### config.mk
export PLATFORM = sky130hd
export DESIGN_NAME = memory_stage_flat
export DESIGN_NICKNAME = d
export VERILOG_FILES = /design/src/rtl/memory_stage_if.sv /design/src/rtl/memory_stage.sv /design/src/flat_wrapper.sv
export SDC_FILE = /design/constraint.sdc
export NUM_CORES = 1
export LEC_CHECK = 0
export BUFFER_PORTS_ARGS = -buffer_cell sky130_fd_sc_hd__buf_4
export CAP_MARGIN = 20
export CORE_AREA = 2 2 188 190
export CTS_CLUSTER_SIZE = 8
export DETAILED_ROUTE_END_ITERATION = 8
export DIE_AREA = 0 0 190 192
export PLACE_DENSITY = 0.48
export SLEW_MARGIN = 25
export SYNTH_ARGS = -nofsm -noshare
export SYNTH_HDL_FRONTEND = slang
export SYNTH_SLANG_ARGS = --single-unit
### constraint.sdc
create_clock -name clk -period 1.7 [get_ports clk]
set_input_delay 0.425 -clock clk [delete_from_list [all_inputs] [get_ports clk]]
set_output_delay 0.425 -clock clk [all_outputs]
set_load 0.01 [all_outputs]
### src/rtl/memory_stage_if.sv
// Data-memory request/response bus between the MEM stage and data memory.
interface memory_stage_if;
    logic        mem_req;
    logic        mem_we;
    logic [63:0] mem_addr;
    logic [63:0] mem_wdata;
    logic [63:0] mem_rdata;
    logic        mem_ready;

    modport master (
        output mem_req, mem_we, mem_addr, mem_wdata,
        input  mem_rdata, mem_ready
    );

    modport slave (
        input  mem_req, mem_we, mem_addr, mem_wdata,
        output mem_rdata, mem_ready
    );
endinterface

### src/rtl/memory_stage.sv
// Pipeline MEM stage: EX/MEM register, ready-based data-memory access with
// wait-cycle timeout, upstream stall, and registered MEM/WB results.
module memory_stage #(
    parameter int TIMEOUT = 16
) (
    input  logic               clk,
    input  logic               reset,
    input  logic [63:0]        ALUResult_EX,
    input  logic [63:0]        RdData2_EX,
    input  logic [4:0]         Rd_EX,
    input  logic               MemWrite_EX,
    input  logic               MemToReg_EX,
    input  logic               RegWrite_EX,
    input  logic               valid_EX,
    output logic               stall_MEM,
    memory_stage_if.master     mem,
    output logic [63:0]        ALUResult_MEMREG,
    output logic [4:0]         Rd_MEMREG,
    output logic               RegWrite_MEMREG,
    output logic [63:0]        WrData_MEM,
    output logic [4:0]         Rd_MEM,
    output logic               RegWrite_MEM,
    output logic               valid_MEM,
    output logic               fault_MEM
);

    typedef enum logic {S_IDLE, S_WAIT} state_t;

    localparam logic [7:0] CNT_LAST = 8'(TIMEOUT - 1);

    state_t      state, next_state;
    logic [7:0]  wait_cnt;

    // EX/MEM register contents
    logic [63:0] alu_p0;
    logic [63:0] rd2_p0;
    logic [4:0]  rd_p0;
    logic        mw_p0;
    logic        m2r_p0;
    logic        rw_p0;
    logic        vld_p0;

    logic        is_mem_p0;
    logic        misaligned_p0;
    logic        timeout;
    logic        fault;
    logic        ex_aligned_mem;
    logic [63:0] wb_data;

    // Next state, handshake outputs, stall and completion result
    always_comb begin
        next_state     = state;
        stall_MEM      = 1'b0;
        timeout        = 1'b0;
        mem.mem_req    = 1'b0;
        mem.mem_we     = 1'b0;
        mem.mem_addr   = alu_p0;
        mem.mem_wdata  = rd2_p0;
        is_mem_p0      = vld_p0 & (mw_p0 | m2r_p0);
        misaligned_p0  = is_mem_p0 & (alu_p0[2:0] != 3'b000);
        ex_aligned_mem = valid_EX & (MemWrite_EX | MemToReg_EX) &
                         (ALUResult_EX[2:0] == 3'b000);

        if (state == S_WAIT) begin
            mem.mem_req = 1'b1;
            mem.mem_we  = mw_p0;
            timeout     = !mem.mem_ready && (wait_cnt == CNT_LAST);
            stall_MEM   = !mem.mem_ready && !timeout;
        end

        // Every non-stalled edge completes R and reloads it from EX
        if (!stall_MEM) begin
            next_state = ex_aligned_mem ? S_WAIT : S_IDLE;
        end

        fault = misaligned_p0 | timeout;
        if (fault) begin
            wb_data = 64'd0;
        end else if (m2r_p0) begin
            wb_data = mem.mem_rdata;
        end else begin
            wb_data = alu_p0;
        end
    end

    // State register and wait-cycle counter
    always_ff @(posedge clk) begin
        if (!reset) begin
            state    <= S_IDLE;
            wait_cnt <= 8'd0;
        end else begin
            state    <= next_state;
            wait_cnt <= stall_MEM ? wait_cnt + 8'd1 : 8'd0;
        end
    end

    // EX/MEM register: loads whenever the stage is not stalled
    always_ff @(posedge clk) begin
        if (!reset) begin
            alu_p0 <= 64'd0;
            rd2_p0 <= 64'd0;
            rd_p0  <= 5'd0;
            mw_p0  <= 1'b0;
            m2r_p0 <= 1'b0;
            rw_p0  <= 1'b0;
            vld_p0 <= 1'b0;
        end else if (!stall_MEM) begin
            alu_p0 <= ALUResult_EX;
            rd2_p0 <= RdData2_EX;
            rd_p0  <= Rd_EX;
            mw_p0  <= MemWrite_EX;
            m2r_p0 <= MemToReg_EX;
            rw_p0  <= RegWrite_EX;
            vld_p0 <= valid_EX;
        end
    end

    // MEM/WB register: retires R on completion, inserts a bubble while stalled
    always_ff @(posedge clk) begin
        if (!reset) begin
            WrData_MEM   <= 64'd0;
            Rd_MEM       <= 5'd0;
            RegWrite_MEM <= 1'b0;
            valid_MEM    <= 1'b0;
            fault_MEM    <= 1'b0;
        end else if (stall_MEM) begin
            RegWrite_MEM <= 1'b0;
            valid_MEM    <= 1'b0;
            fault_MEM    <= 1'b0;
        end else begin
            WrData_MEM   <= wb_data;
            Rd_MEM       <= rd_p0;
            RegWrite_MEM <= rw_p0 & vld_p0 & !fault;
            valid_MEM    <= vld_p0;
            fault_MEM    <= fault;
        end
    end

    assign ALUResult_MEMREG = alu_p0;
    assign Rd_MEMREG        = rd_p0;
    assign RegWrite_MEMREG  = rw_p0 & vld_p0;

endmodule

### src/flat_wrapper.sv
// flat-port wrapper written by rule: the top's interface ports become plain ports
module memory_stage_flat 
#(
    parameter int TIMEOUT = 16
)
  (clk, reset, ALUResult_EX, RdData2_EX, Rd_EX, MemWrite_EX, MemToReg_EX, RegWrite_EX, valid_EX, stall_MEM, ALUResult_MEMREG, Rd_MEMREG, RegWrite_MEMREG, WrData_MEM, Rd_MEM, RegWrite_MEM, valid_MEM, fault_MEM, mem_mem_req, mem_mem_we, mem_mem_addr, mem_mem_wdata, mem_mem_rdata, mem_mem_ready);
  memory_stage_if mem_i ();
  input  logic clk;
  input  logic reset;
  input  logic [63:0] ALUResult_EX;
  input  logic [63:0] RdData2_EX;
  input  logic [4:0] Rd_EX;
  input  logic MemWrite_EX;
  input  logic MemToReg_EX;
  input  logic RegWrite_EX;
  input  logic valid_EX;
  output logic stall_MEM;
  output logic [63:0] ALUResult_MEMREG;
  output logic [4:0] Rd_MEMREG;
  output logic RegWrite_MEMREG;
  output logic [63:0] WrData_MEM;
  output logic [4:0] Rd_MEM;
  output logic RegWrite_MEM;
  output logic valid_MEM;
  output logic fault_MEM;
  output wire logic [$bits(mem_i.mem_req)-1:0] mem_mem_req;
  output wire logic [$bits(mem_i.mem_we)-1:0] mem_mem_we;
  output wire logic [$bits(mem_i.mem_addr)-1:0] mem_mem_addr;
  output wire logic [$bits(mem_i.mem_wdata)-1:0] mem_mem_wdata;
  input wire logic [$bits(mem_i.mem_rdata)-1:0] mem_mem_rdata;
  input wire logic [$bits(mem_i.mem_ready)-1:0] mem_mem_ready;
  assign mem_mem_req = mem_i.mem_req;
  assign mem_mem_we = mem_i.mem_we;
  assign mem_mem_addr = mem_i.mem_addr;
  assign mem_mem_wdata = mem_i.mem_wdata;
  assign mem_i.mem_rdata = mem_mem_rdata;
  assign mem_i.mem_ready = mem_mem_ready;
  memory_stage #(.TIMEOUT(TIMEOUT)) u_core (.clk(clk), .reset(reset), .ALUResult_EX(ALUResult_EX), .RdData2_EX(RdData2_EX), .Rd_EX(Rd_EX), .MemWrite_EX(MemWrite_EX), .MemToReg_EX(MemToReg_EX), .RegWrite_EX(RegWrite_EX), .valid_EX(valid_EX), .stall_MEM(stall_MEM), .mem(mem_i), .ALUResult_MEMREG(ALUResult_MEMREG), .Rd_MEMREG(Rd_MEMREG), .RegWrite_MEMREG(RegWrite_MEMREG), .WrData_MEM(WrData_MEM), .Rd_MEM(Rd_MEM), .RegWrite_MEM(RegWrite_MEM), .valid_MEM(valid_MEM), .fault_MEM(fault_MEM));
endmodule
==> run_results.csv, run 1 <==
group,metric,value,unit
power_and_ir_drop,p_leak,6.103,nW
finish,final_core_utilization,38.22,%
yosys,synth-edff-count,0,
finish,drive_gt1_share,53.02,%
yosys,synthTopCellsByArea,"dfxtp_1 (55%), a22o_1 (16%), mux2i_1 (8.3%)",
worst_hold_path,hold_path_class,"input port to register",
sta,max_slew.worst_pin.slew,0.3684,ns
global_routing,first_global_vias,6833,
clocking,cts_inserted_buffers,31,
finish,mostFrequentLayoutCells,"buf_4 (499), dfxtp_1 (209), a22o_1 (141)",
setup_path,worstPathArrival,1.49,ns
yosys,synth.lib_cells_used.distinct,33,
setup_path,setup.worst_path.end_class,"output port",
sta,fin_crit_sh,112.6,%
global_routing,grt_max_degree,41,
finish,syn2layout_area_growth,66.56,%
clocking,worst_setup_hold_path_clk_slew,0.05,ns
clocking,ctsLongestPathBuffers,3,
yosys,synthesized_area_fraction_occupied_by_adder_cells,0.1590,%
yosys,ys_seq_elements,218,
floorplan,dieArea,36480,sq um
global_routing,antenna_found_initial,0,
sta,fin_skew,0.01892,ns
yosys,synthDominantCellAreaShare,55.47,%
detailed_routing,viasPerCell,4.421,
yosys,synth_compound_area_share,24.24,%
sta,finalWorstPathRequiredPeriod,1.915,ns
yosys,mappedNetlistArea,7868,sq um
status,run_status,"finished, violations left",
clocking,cts_tree,"done",
floorplan,floorplan.initialDensity,22.95,%
yosys,ys.warnings.count,0,
detailed_routing,route.detailed.wl_per_inst,19.29,um
detailed_routing,dr.first_iter.drc_count,140,
job,cap_violations,0,
sta,max-slew-margin-rel,74.74,%
floorplan,fp.dieH,192,um
status,violated_checks,"negative setup slack",
clocking,h-tree-depth,1,
detailed_routing,via_count,6914,
yosys,netlist.top_cell.by_area,"dfxtp_1",
floorplan,ioPinCount,477,
clocking,clock_sink_count,218,
yosys,postSynth.asyncResetShare,0,%
sta,max_clock_freq,522.2,MHz
floorplan,placementRows,68,
power_and_ir_drop,max_ir_drop_vdd,0.7220,mV
yosys,proportion_of_synthesized_area_in_mux_cells,8.270,%
sta,grt_setup_unrepaired,"yes",
global_routing,grt_first_pass_wirelength,40.91,mm
detailed_routing,drc,0,
yosys,ys.flop_type,"dfxtp_1",
yosys,yosys.area_share.simple,1.972,%
yosys,yosysSeqAreaShare,55.47,%
place,half_perimeter_wire_length_after_placement,21.34,mm
setup_path,setup.worst_path.start_class,"register",
detailed_routing,postRouteWirelength,30.16,mm
yosys,synth_area_per_cell,12.03,sq um
finish,antenna-diode-count,0,
global_routing,globalRouteOverflowTotal,0,
sta,postLayoutSetupSlackWorst,-0.2149,ns
yosys,post_synthesis_net_count,859,
setup_path,critical_path_required,1.27,ns
floorplan,core,34290,sq um
floorplan,chipWidth,190,um
detailed_routing,drt_first_pass_iters,6,
sta,final.setup.tns,-1.650,ns
setup_path,criticalPathCategory,"register to output port",
yosys,postSynthCellCount,654,
sta,timing.final.max_slew_violations,0,
detailed_routing,final_antenna_net_count,0,
place,final_replace_weighted_congestion,0.7598,
power_and_ir_drop,cellPowerDensity,978.5,nW/um^2
global_routing,total_routing_resource_utilization_after_global_routing,14.42,%
yosys,largest_family_of_logic_cells_by_synthesized_area,"compound AO/OA/AOI/OAI gates",
sta,finalHoldViolCount,0,
sta,setup_violations,72,
place,port-buffer-count,476,
setup_path,cp_max_fanout,4,
finish,mostFrequentLayoutCell,"buf_4",
clocking,worst_skew_pair.late_latency,0.55,ns
clocking,cts-root-buf,"clkbuf_16",
clocking,ctsHoldBuffers,0,
yosys,synthXorXnorAreaFrac,0.3340,%
finish,finish.net_count,1312,
synth_stat cells, drive strengths merged, types with 4 or more instances:
| cell type | instances |
|---|---|
| nor2 | 5 |
| mux2i | 65 |
| clkbuf | 15 |
| dfxtp | 218 |
| a22o | 141 |
| o21ai | 5 |
| buf | 102 |
| nand2 | 4 |
| o2bb2ai | 65 |
| a21oi | 4 |
final timing paths:
path	endpoint	cells past startpoint	startpoint	slack, ns
min	u_core.state$_SDFFE_PN0N_	2	ALUResult_EX[0]	0.06
max reg2reg	u_core.mem.mem_wdata[61]$_SDFFE_PN0N_	6	u_core.wait_cnt[5]$_SDFF_PN0_	-0.05
min reg2reg	u_core.WrData_MEM[29]$_SDFFE_PN0N_	1	u_core.WrData_MEM[29]$_SDFFE_PN0N_	0.46
max	stall_MEM	4	u_core.wait_cnt[4]$_SDFF_PN0_	-0.21
worst max-delay path: stages (launching register included):
cell and delay, ns:
dfxtp_2 0.34, nor4_2 0.24, buf_4 0.17, a21oi_4 0.07, buf_6 0.12
metal layers:
| layer | up-vias | GRT usage, % | part of all wire, % |
|---|---|---|---|
| li1 | 3319 | - | - |
| met1 | 3248 | 17.06 | 41 |
| met2 | 308 | 25.80 | 50 |
| met3 | 39 | 4.093 | 8.1 |
| met4 | 0 | 3.250 | 1.5 |
| met5 | - | 0 | 0 |
area by class of cell:
cell class | count | area, sq um
clock buffer | 32 | 779.5
clock inverter | 3 | 18.77
fill | 3408 | 21180
inverter | 2 | 7.507
multi-input combinational | 317 | 2800
sequential | 218 | 4378
tap | 455 | 569.3
timing repair buffer | 537 | 4551
power breakdown:
part | total (mW) | leakage [nW] | internal, mW | switching, mW
clock network | 5.33 | 0.396 | 3.18 | 2.15
logic | 1.85 | 3.90 | 1.11 | 0.739
registers | 5.65 | 1.81 | 5.41 | 0.238
total | 12.8 | 6.10 | 9.70 | 3.13
cell families (layout without fill, tap and decap cells):
family / Yosys count / in the layout
AO/OA/AOI/OAI: 220 / 220
flip-flops: 218 / 218
buffers and inverters: 119 / 574
multiplexers: 65 / 65
AND/OR/NAND/NOR: 28 / 28
XOR/XNOR: 3 / 3
adder cells (fa/ha/maj): 1 / 1
per-stage QoR:
stage                     hold WS, ns  power (mW)  instances  setup slack (ns)  area [sq um]
after global routing          0.03953       13.38       1564           -0.2854         13100
after CTS                     0.03287       12.91       1549           -0.2559         12710
final                         0.06317       12.82       1564           -0.2149         13100
after global placement         0.4468       7.489       1510           0.03364         11830
after floorplan                0.4300       6.411        654           0.04443          7868
after detailed placement       0.4475       7.490       1510           0.01985         11830
state kept, by name, summed over array words and instances (netlist names):
register                 count
u_core.ALUResult_MEMREG     64
u_core.Rd_MEM                5
u_core.Rd_MEMREG             5
u_core.RegWrite_MEM          1
u_core.WrData_MEM           64
u_core.fault_MEM             1
u_core.m2r_p0                1
u_core.mem.mem_wdata        64
u_core.mw_p0                 1
u_core.rw_p0                 1
u_core.state                 1
u_core.valid_MEM             1
u_core.vld_p0                1
u_core.wait_cnt              8
repair_timing:
item                                    CTS  global route
endpoints found under the setup margin    5            92
gates cloned                              0            14
setup buffers                             4             1
pin swaps                                 3            21
endpoints found under the hold margin     0             0
gates resized for setup                  15            15
Power figures use the tool's default switching activity.
==> run 2: changes to the inputs <==
--- a/config.mk
+++ b/config.mk
@@ -5,13 +5,15 @@
 export SDC_FILE = /design/constraint.sdc
 export NUM_CORES = 1
 export LEC_CHECK = 0
+export ABC_AREA = 1
 export BUFFER_PORTS_ARGS = -buffer_cell sky130_fd_sc_hd__buf_4
 export CAP_MARGIN = 20
-export CORE_AREA = 2 2 188 190
+export CORE_AREA = 2 2 186 188
 export CTS_CLUSTER_SIZE = 8
 export DETAILED_ROUTE_END_ITERATION = 8
-export DIE_AREA = 0 0 190 192
-export PLACE_DENSITY = 0.48
+export DIE_AREA = 0 0 188 190
+export PLACE_DENSITY = 0.52
+export RECOVER_POWER = 100
 export SLEW_MARGIN = 25
 export SYNTH_ARGS = -nofsm -noshare
 export SYNTH_HDL_FRONTEND = slang
==> run_results.csv, run 2 <==
group,metric,value,unit
place,post-place-cells,2028,
finish,syn2layout_area_growth,48.52,%
place,half_perimeter_wire_length_after_placement,23.89,mm
setup_path,timing.critical_path.from,"u_core.wait_cnt[0]$_SDFF_PN0_",
finish,post-route-cell-area,13410,sq um
setup_path,timing.reg2reg.setup_slack,0.03,ns
sta,finalWorstPathRequiredPeriod,1.969,ns
clocking,h-tree-depth,1,
detailed_routing,dr.first_iter.drc_count,442,
finish,final-instance-count-excl-fill,2075,
finish,antenna-diode-count,0,
global_routing,globalRouteMet2Util,29.38,%
clocking,worst_skew_pair.late_latency,0.54,ns
setup_path,critical-path-max-stage-delay,0.34,ns
yosys,synthTopCellsByArea,"dfxtp_1 (48%), nand2_1 (17%), nand3_1 (11%)",
detailed_routing,postRouteWirelength,33.22,mm
power_and_ir_drop,clockPowerShare,42.3,%
global_routing,grt_first_pass_wirelength,49.78,mm
power_and_ir_drop,power.share.combinational,13.3,%
power_and_ir_drop,p_leak,6.419,nW
finish,drive_gt1_share,30.25,%
power_and_ir_drop,cellPowerDensity,943.5,nW/um^2
sta,setup_violations,1,
yosys,ys.flop_type,"dfxtp_1",
detailed_routing,drc,0,
sta,max-slew-margin-rel,74.14,%
setup_path,worstPathCellList,"ha_4 -> nand3_4 -> o21bai_4 -> buf_6 -> inv_4 -> buf_6",
setup_path,r2r-end,"u_core.WrData_MEM[38]$_SDFFE_PN0N_",
global_routing,gr-usage-met1,22.26,%
global_routing,globalRouteOverflowTotal,0,
yosys,postSynthCellCount,1205,
setup_path,critical-path-top-cell-by-count,"buf_6",
global_routing,first_global_vias,8690,
setup_path,setup.worst_path.end_class,"output port",
yosys,synth.lib_cells_used.distinct,25,
place,final_replace_weighted_congestion,0.8131,
clocking,ctsLongestPathBuffers,3,
floorplan,ioPinCount,477,
setup_path,timing.critical_path.to,"stall_MEM",
yosys,mappedNetlistArea,9026,sq um
power_and_ir_drop,p_seq_share,44.4,%
job,cap_violations,0,
floorplan,floorplan.initialDensity,26.59,%
setup_path,critical_path_required,1.27,ns
clocking,cts_inserted_buffers,31,
sta,timing.final.max_slew_violations,0,
setup_path,cp_num_buf_inv,3,
power_and_ir_drop,max_ir_drop_vdd,0.6791,mV
global_routing,total_routing_resource_utilization_after_global_routing,17.27,%
detailed_routing,via_count,9175,
status,run_status,"finished, violations left",
floorplan,placementRows,68,
power_and_ir_drop,p_int,9.491,mW
setup_path,cp_max_fanout,2,
yosys,netlist.top_cell.by_area,"dfxtp_1",
floorplan,fp.dieH,190,um
finish,final_core_utilization,39.49,%
floorplan,chipWidth,188,um
sta,hold-worst-slack,0.1097,ns
clocking,ctsHoldBuffers,0,
finish,mostFrequentLayoutCells,"buf_4 (413), nand2_1 (411), dfxtp_1 (211)",
finish,finish.net_count,1823,
sta,finalHoldViolCount,0,
finish,mostFrequentLayoutCell,"buf_4",
detailed_routing,final_antenna_net_count,0,
setup_path,worstPathArrival,1.54,ns
sta,grt_setup_unrepaired,"yes",
power_and_ir_drop,p_sw,3.157,mW
yosys,ys_seq_elements,218,
floorplan,core,33950,sq um
setup_path,path_delay_family,"flip-flops",
yosys,synthDominantCellAreaShare,48.35,%
detailed_routing,viasPerCell,4.422,
detailed_routing,drt_first_pass_iters,5,
global_routing,grt.met3_usage,3.634,%
clocking,clock_sink_count,218,
floorplan,dieArea,35720,sq um
yosys,synth_top_cells_by_count,"nand2_1 (412), dfxtp_1 (218), nand3_1 (205), o21ai_0 (110), buf_4 (79)",
yosys,post_synthesis_net_count,1410,
yosys,synth_area_per_cell,7.491,sq um
setup_path,setup.worst_path.start_class,"register",
setup_path,worstReg2RegStart,"u_core.wait_cnt[0]$_SDFF_PN0_",
place,placedInstanceArea,12750,sq um
power_and_ir_drop,switching_share,24.96,%
sta,max_slew.worst_pin.slew,0.3879,ns
clocking,cts-root-buf,"clkbuf_16",
setup_path,criticalPathCategory,"register to output port",
yosys,yosysSeqAreaShare,48.35,%
detailed_routing,route.detailed.wl_per_inst,16.01,um
sta,postLayoutSetupSlackWorst,-0.2693,ns
sta,fin_skew,0.01548,ns
place,port-buffer-count,476,
clocking,cts_tree,"done",
yosys,synth-edff-count,0,
sta,fin_crit_sh,115.8,%
finish,fillerInstances,3646,
global_routing,antenna_found_initial,0,
worst_hold_path,hold_path_class,"input port to register",
setup_path,critical_path_depth,6,
sta,final.setup.tns,-0.2693,ns
status,violated_checks,"negative setup slack",
yosys,postSynth.asyncResetShare,0,%
global_routing,grt_max_degree,76,
clocking,worst_setup_hold_path_clk_slew,0.05,ns
yosys,ys.warnings.count,0,
setup_path,timing.critical_path.slowest_stage_cell,"dfxtp_2",
yosys,yosysMostFrequentCell,"nand2_1",
global_routing,grt-busiest-layer,"met2",
setup_path,reg2regPathDepth,9,
sta,max_clock_freq,507.8,MHz
## run 2: changes by cell type in the layout (fill, tap and decap cells not counted), sizes merged, moves of 12 or more
cell	delta
o2bb2ai	-65
mux2i	-65
o21ai	+131
a22o	-141
clkbuf	+85
nand3	+203
inv	+43
nor2	+12
nand2	+410
buf	-87
## run 2: how the worst min path moves through the flow
stage,start,depth (start not counted),to,slack [ns]
floorplan,u_core.wait_cnt[0]$_SDFF_PN0_,1,u_core.wait_cnt[0]$_SDFF_PN0_,0.42
global placement,u_core.rw_p0$_SDFFE_PN0N_,2,u_core.rw_p0$_SDFFE_PN0N_,0.43
detailed placement,u_core.rw_p0$_SDFFE_PN0N_,2,u_core.rw_p0$_SDFFE_PN0N_,0.43
CTS,ALUResult_EX[49],3,u_core.ALUResult_MEMREG[49]$_SDFFE_PN0N_,0.08
global route,ALUResult_EX[7],3,u_core.ALUResult_MEMREG[7]$_SDFFE_PN0N_,0.09
finish,ALUResult_EX[22],3,u_core.ALUResult_MEMREG[22]$_SDFFE_PN0N_,0.11
## run 2: cell families (layout without fill, tap and decap cells)
family | after synthesis | after routing | synth area share, %
adders and majority gates | 1 | 1 | 0.1386
buffers and inverters | 200 | 615 | 13.43
and+or+nand+nor | 643 | 643 | 29.97
xor gates and xnor gates | 2 | 2 | 0.1941
DFF | 218 | 218 | 48.35
AOI/OAI and AO/OA | 141 | 141 | 7.915
## run 2: through the flow
step	total power, mW	setup slack [ns]
floorplan	6.444	0.2315
global placement	7.497	0.01774
detailed placement	7.505	0.02443
CTS	12.96	-0.2760
global route	13.24	-0.3451
finish	12.65	-0.2693
## run 2: layer usage
layer	vias to the layer above	wire, um
li1	4623	-
met1	4182	14280
met2	327	16060
met3	43	2273
met4	0	599
met5	-	0
## run 2: layout make-up
class	count	area [sq um]	area share, %
inverters	47	178.9	1.335
flip-flops and latches	218	4375	32.64
repair buffers	533	4000	29.84
clock inverters	1	5.005	0.03733
multi-input cells	787	3480	25.96
clock buffers	34	797.0	5.945
well taps	455	569.3	4.247
## run 2: worst register-to-register path: stages, from the launching register on
cell and delay, ns:
dfxtp_2 0.34, ha_4 0.15, nand3_4 0.07, o21bai_4 0.17, buf_4 0.25, nor2_8 0.09, buf_12 0.16, buf_12 0.17
nand2_1 0.06, o21ai_0 0.07
## run 2: timing repair
| item | in CTS | in global routing |
|---|---|---|
| cloned | 0 | 3 |
| setup endpoints to repair | 1 | 64 |
| pin swaps | 4 | 3 |
| gates resized for setup | 9 | 10 |
| setup buffers | 7 | 4 |
## run 2: power by group through the flow
| stage | registers [mW] | clock network, mW | logic (mW) |
|---|---|---|---|
| final | 5.61 | 5.35 | 1.68 |
| after detailed placement | 5.71 | 0 | 1.79 |
| after CTS | 5.61 | 5.55 | 1.80 |
| after global routing | 5.64 | 5.75 | 1.84 |
| after floorplan | 5.79 | 0 | 0.651 |
| after global placement | 5.71 | 0 | 1.79 |
